File: src/rtl/serial_dot_mac.sv
// Serial dot-product unit: one (x, h) pair per accepted handshake, a single
// multiplier feeding a wrapping accumulator, result held until downstream takes it.
module serial_dot_mac #(
    parameter int N_TAPS = 10,
    parameter int DW     = 4,
    parameter int OW     = 12,
    parameter int CW     = 4
) (
    input  logic          clk_i,
    input  logic          rst_ni,
    input  logic          clear_i,
    input  logic          in_valid_i,
    output logic          in_ready_o,
    input  logic [DW-1:0] x_i,
    input  logic [DW-1:0] h_i,
    output logic          out_valid_o,
    input  logic          out_ready_i,
    output logic [OW-1:0] out_o,
    output logic [CW-1:0] tap_idx_o
);

    localparam logic          ST_ACC   = 1'b0;
    localparam logic          ST_HOLD  = 1'b1;
    localparam logic [CW-1:0] LAST_TAP = CW'(N_TAPS - 1);

    // Product is zero-extended (or truncated) to OW; the add wraps modulo 2^OW.
    function automatic logic [OW-1:0] mac_wrap(input logic [OW-1:0] acc,
                                               input logic [DW-1:0] a,
                                               input logic [DW-1:0] b);
        logic [2*DW-1:0] prod;
        prod = {{DW{1'b0}}, a} * {{DW{1'b0}}, b};
        return acc + OW'(prod);
    endfunction

    logic          state_q, state_d;
    logic [OW-1:0] acc_q, acc_d;
    logic [OW-1:0] out_q, out_d;
    logic [CW-1:0] tap_q, tap_d;
    logic [OW-1:0] sum;
    logic          accept;

    assign in_ready_o  = (state_q == ST_ACC);
    assign out_valid_o = (state_q == ST_HOLD);
    assign out_o       = out_q;
    assign tap_idx_o   = tap_q;

    // clear wins over both handshakes, so a pair offered alongside it is dropped.
    assign accept = in_valid_i & in_ready_o & ~clear_i;
    assign sum    = mac_wrap(acc_q, x_i, h_i);

    always_comb begin
        state_d = state_q;
        acc_d   = acc_q;
        out_d   = out_q;
        tap_d   = tap_q;
        if (state_q == ST_ACC) begin
            if (clear_i) begin
                acc_d = '0;
                tap_d = '0;
            end else if (accept) begin
                if (tap_q == LAST_TAP) begin
                    out_d   = sum;
                    acc_d   = '0;
                    tap_d   = '0;
                    state_d = ST_HOLD;
                end else begin
                    acc_d = sum;
                    tap_d = tap_q + 1'b1;
                end
            end
        end else if (clear_i || out_ready_i) begin
            state_d = ST_ACC;
        end
    end

    always_ff @(posedge clk_i or negedge rst_ni) begin
        if (!rst_ni) begin
            state_q <= ST_ACC;
            acc_q   <= '0;
            out_q   <= '0;
            tap_q   <= '0;
        end else begin
            state_q <= state_d;
            acc_q   <= acc_d;
            out_q   <= out_d;
            tap_q   <= tap_d;
        end
    end

endmodule

File: config.mk
export PLATFORM = sky130hd
export DESIGN_NAME = serial_dot_mac
export DESIGN_NICKNAME = d
export VERILOG_FILES = /design/src/rtl/serial_dot_mac.sv
export SDC_FILE = /design/constraint.sdc
export NUM_CORES = 1
export LEC_CHECK = 0
export CAP_MARGIN = 10
export CORE_ASPECT_RATIO = 1.75
export CORE_UTILIZATION = 58
export CTS_CLUSTER_DIAMETER = 60
export CTS_CLUSTER_SIZE = 40
export DETAILED_ROUTE_END_ITERATION = 7
export PLACE_DENSITY_LB_ADDON = 0.3
export RECOVER_POWER = 50
export SLEW_MARGIN = 20
export SYNTH_ARGS = -nofsm -noshare
export SYNTH_HDL_FRONTEND = slang
export SYNTH_SLANG_ARGS = --single-unit
File: constraint.sdc
create_clock -name clk_i -period 4.3 [get_ports clk_i]
set_clock_uncertainty 0.1 [all_clocks]
set_input_delay 1.29 -clock clk_i [delete_from_list [all_inputs] [get_ports clk_i]]
set_output_delay 1.29 -clock clk_i [all_outputs]
set_load 0.005 [all_outputs]
Word-level counts from Yosys, hierarchy flattened
Cells that the tools add are included.
{"block": "totals", "regBits": 29, "wordCells": 27}
{"block": "op_classes", "addsub": 2, "mul": 1, "eq_ne": 1, "mux": 11, "n_bitwise": 4, "reduce_logical": 4}
{"operator": "$mux 12", "n": 3}
{"operator": "$add 12x8->12", "n": 1}
{"operator": "$mux 4", "n": 3}
{"operator": "$mul 4x4->8", "n": 1}
{"operator": "$mux 1", "n": 5}
{"operator": "$add 4x1->4 const B", "n": 1}
{"operator": "$eq 4x4->1 const B", "n": 1}
{"operator": "$reduce_and 4->1", "n": 1}
{"operator": "$and 1x1->1", "n": 2}
{"operator": "$not 1->1", "n": 2}
{"operator": "$reduce_and 2->1", "n": 1}
{"operator": "$reduce_bool 2->1", "n": 1}
{"operator": "$logic_or 1x1->1", "n": 1}

Depth between registers and ports, before layout
{"block": "depth", "ltp_word": 6, "mapped_depth": 12, "mapped_depth_nobuf": 12}

Worst setup path after synthesis
OpenSTA, ideal clock, no wires.
{"block": "synth_timing", "path_kind": "input-to-reg", "startpoint": "input port x_i[0]", "endpoint": "register out_q[11] (netlist: out_o[11])", "setup_ns": 0.082, "arrival_time_ns": 4.203, "required_time_ns": 4.118, "path_slack_ns": -0.085, "cell_stages": 10, "path_buffers": 0, "cell_sequence": "nand2_1 fa_1 fa_1 fa_1 inv_1 ha_1 a211oi_1 o211a_1 or4_1 a31oi_1"}
{"block": "synth_via", "elab_chain_len": 2}
{"item": "start: declaration", "line": "14", "text": "input logic [DW-1:0] x_i,"}
{"item": "$mul 4x4->8", "line": "31", "text": "prod = {{DW{1'b0}}, a} * {{DW{1'b0}}, b};"}
{"item": "$add 12x8->12", "line": "32", "text": "return acc + OW'(prod);"}
{"item": "end signal: assignment", "line": "85", "text": "out_q <= out_d;"}
{"item": "end: declaration", "line": "37", "text": "logic [OW-1:0] out_q, out_d;"}
Every way passes these cells.
A chain may end at the register's enable or synchronous reset.

Worst setup path after layout
Ends and elaborated chain as after synthesis.

==> results.cfg <==
[drt]
dr_total_vias = 1765
routed_wl_um = 4970
dr.first_iter.drc_count = 52
via_per_inst = 5.83
top_layer = met4
wl_met3_um = 164
drt_first_pass_iters = 4
wl_met2_um = 2870
drc_errors = 0
postRouteAntennaNets = 0
post_drt_wl_per_cell_um = 16.4
drt-met1-wl_um = 1840

[flow_run]
maxCapViolCount = 1

[global_route]
grt_max_degree = 30
grt_pass1_wl_um = 7960
grt_util_all_layers_pct = 30.3
grt_antenna_before_repair = 0
grt-ovfl-total = 0
grt_pass1_vias = 1877

[critical_path]
cpPeakStageDelay_ns = 0.52
setup.worst_path.start_class = input port
crit_slowest_cell = fa_1
cp_common_cell = fa_1
cp_max_fo = 5
arrival_ns = 4.32
crit_chain = clkdlybuf4s15_2 -> nand2_2 -> fa_1 -> fa_1 -> fa_1 -> inv_1 -> ha_4 -> a211oi_4 -> o211a_1 -> or4_1 -> a31oi_1
crit_type = input port to register
cp_num_buf_inv = 2
cp-end-kind = register
path_delay_family = adder cells
critPathRequiredTime_ns = 4.40

[floorplan]
die_area_um2 = 3690
fp.dieW_um = 46.4
rows = 27
ios = 31
start_util_pct = 62.2
core_um2 = 3210
die_h_um = 79.6

[sta]
layout_setup_ws_ns = 0.0816
max_freq_mhz = 237
timing.final.hold_violations = 0
slew_headroom_pct = -5.76
fin_crit_sh_pct = 98.1
setup_viol = 0
fin_hold_ws_ns = 0.379
tns_ns = 0
slew_viol_final = 30
finalCriticalPeriod_ns = 4.22
rsz0062_at_grt = no
tightest_slew_ns = 1.59

[finish]
area_delta_synth_final_pct = 30.5
drive_gt1_share_pct = 17.3
final_core_util_pct = 81.2
instances_no_fill = 303
antennaDiodeCount = 0
nNetsFinal = 302
fin_area_um2 = 2610

[clock_tree]
insertion_delay_ns = 0.28
cts_inserted_buffers = 5
cts_sinks = 29
clkTransAtPathRegs_ns = 0.06
cts_tree = done
cts_root_buffer = clkbuf_8
clock_path_buffers = 2
hold_buffers = 0
htreeDepth = 2

[placed_design]
place_inst = 295
dp_hpwl_um = 3770
port_buffers = 30
place_congestion = 0.877
dpl_cell_area_um2 = 2510
post-place-ws_ns = -0.673

[pwr]
vdd_ir_drop_max_mv = 0.308
finalPower_mw = 0.983
power-per-cell-area_nw_per_um2 = 377
p_leak_nw = 1.29

[synth]
syn_inst = 204
avgSynthCellArea_um2 = 9.79
synth_area_um2 = 2000
ys_seq_area_share_pct = 36.3
synth_edf_count = 0
ys_ff_latch = 29
synthDistinctLibCells = 39
synth_area_leaders = dfrtp_1, ha_1, fa_1
synth.largest_area_cell = dfrtp_1
synth_warnings = 0
synthArstFlopShare_pct = 100
synth-main-ff-cell = dfrtp_1
yosysTopAreaCellShare_pct = 36.3
synth.net_count = 246

[min_path]
hold_class = register to register

[run_status]
status = finished, violations left
violations = max-capacitance violations, max-slew violations
## where the power goes
part / leakage, nW / internal, mW / switching, mW
combinational: 0.854 / 0.218 / 0.213
clock: 0.0443 / 0.127 / 0.0979
sequential: 0.393 / 0.305 / 0.0219
## metal layers
| layer | vias up | track usage [%] |
|---|---|---|
| li1 | 834 | - |
| met1 | 877 | 31.0 |
| met2 | 45 | 56.1 |
| met3 | 9 | 4.98 |
| met4 | 0 | 11.8 |
| met5 | - | 0 |
## registers in the layout, summed over array words and instances (netlist names)
| register | cells |
|---|---|
| tap_idx_o | 4 |
| out_valid_o | 1 |
| acc_q | 12 |
| out_o | 12 |
## layout by cell type (no fill, tap or decap), types with 7 or more instances in the layout
cell / n
a21oi_1: 11
a22o_1: 7
and2_1: 10
buf_4: 21
clkdlybuf4s50_1: 13
dfrtp_1: 29
dlygate4sd3_1: 10
fa_1: 8
ha_1: 18
inv_1: 22
nand2_1: 26
o21ai_0: 8
## cell usage after synthesis, types with 2 or more instances
cell / number
dfrtp_1: 29
nand2_1: 28
inv_1: 22
ha_1: 20
a21oi_1: 11
and2_1: 10
fa_1: 9
o21ai_0: 8
a22o_1: 7
o211ai_1: 5
o31ai_1: 5
mux2_2: 4
nor2_1: 4
xnor2_1: 4
a211oi_1: 3
a31oi_1: 3
o22ai_1: 3
a21o_1: 2
and3_1: 2
clkbuf_1: 2
nand3_1: 2
nor3_1: 2
o311a_1: 2
or4_1: 2
## cells by family (layout without fill, tap and decap cells)
family,after synthesis,count (layout),synth area share [%]
DFF,29,29,36.3
and+or+nand+nor,58,58,14.3
xor gates and xnor gates,5,5,2.19
buffers and inverters,25,81,4.76
muxes,4,4,2.26
AOI/OAI and AO/OA,54,54,18.5
adders and majority gates,29,29,21.6
## worst reg2reg max path, delay by kind of cell (launching register included)
family | cells | cell delay, ns
adder cells (fa/ha/maj) | 2 | 0.99
flip-flops | 1 | 0.41
AO/OA/AOI/OAI | 2 | 0.37
multiplexers | 1 | 0.26
buffers and inverters | 1 | 0.16
XOR/XNOR | 1 | 0.11
## area by class of cell
type / instances / area [um2]
inverter: 22 / 82.6
multi-input combinational: 150 / 1220
clock buffer: 7 / 86.3
tap: 43 / 53.8
sequential: 29 / 726
timing repair buffer: 52 / 437
fill: 197 / 603
## worst paths after layout
path | startpoint | end | slack, ns | cells past startpoint
min reg2reg | out_o[1] | out_o[1] | 0.38 | 2
max | x_i[0] | out_o[11] | 0.08 | 11
min in group asynchronous | rst_ni | acc_q[6] | 1.85 | 2
max reg2reg | acc_q[2] | out_o[5] | 1.78 | 7
max in group asynchronous | rst_ni | acc_q[1] | 1.33 | 2
min | out_o[1] | out_o[1] | 0.38 | 2
## repair_timing
item	in CTS	in global routing
buffers inserted	1	0
setup endpoints to repair	15	11
pin swaps	6	6
gates cloned	0	0
gates resized for setup	20	7
Note: power is estimated with default switching activity, not from simulation.
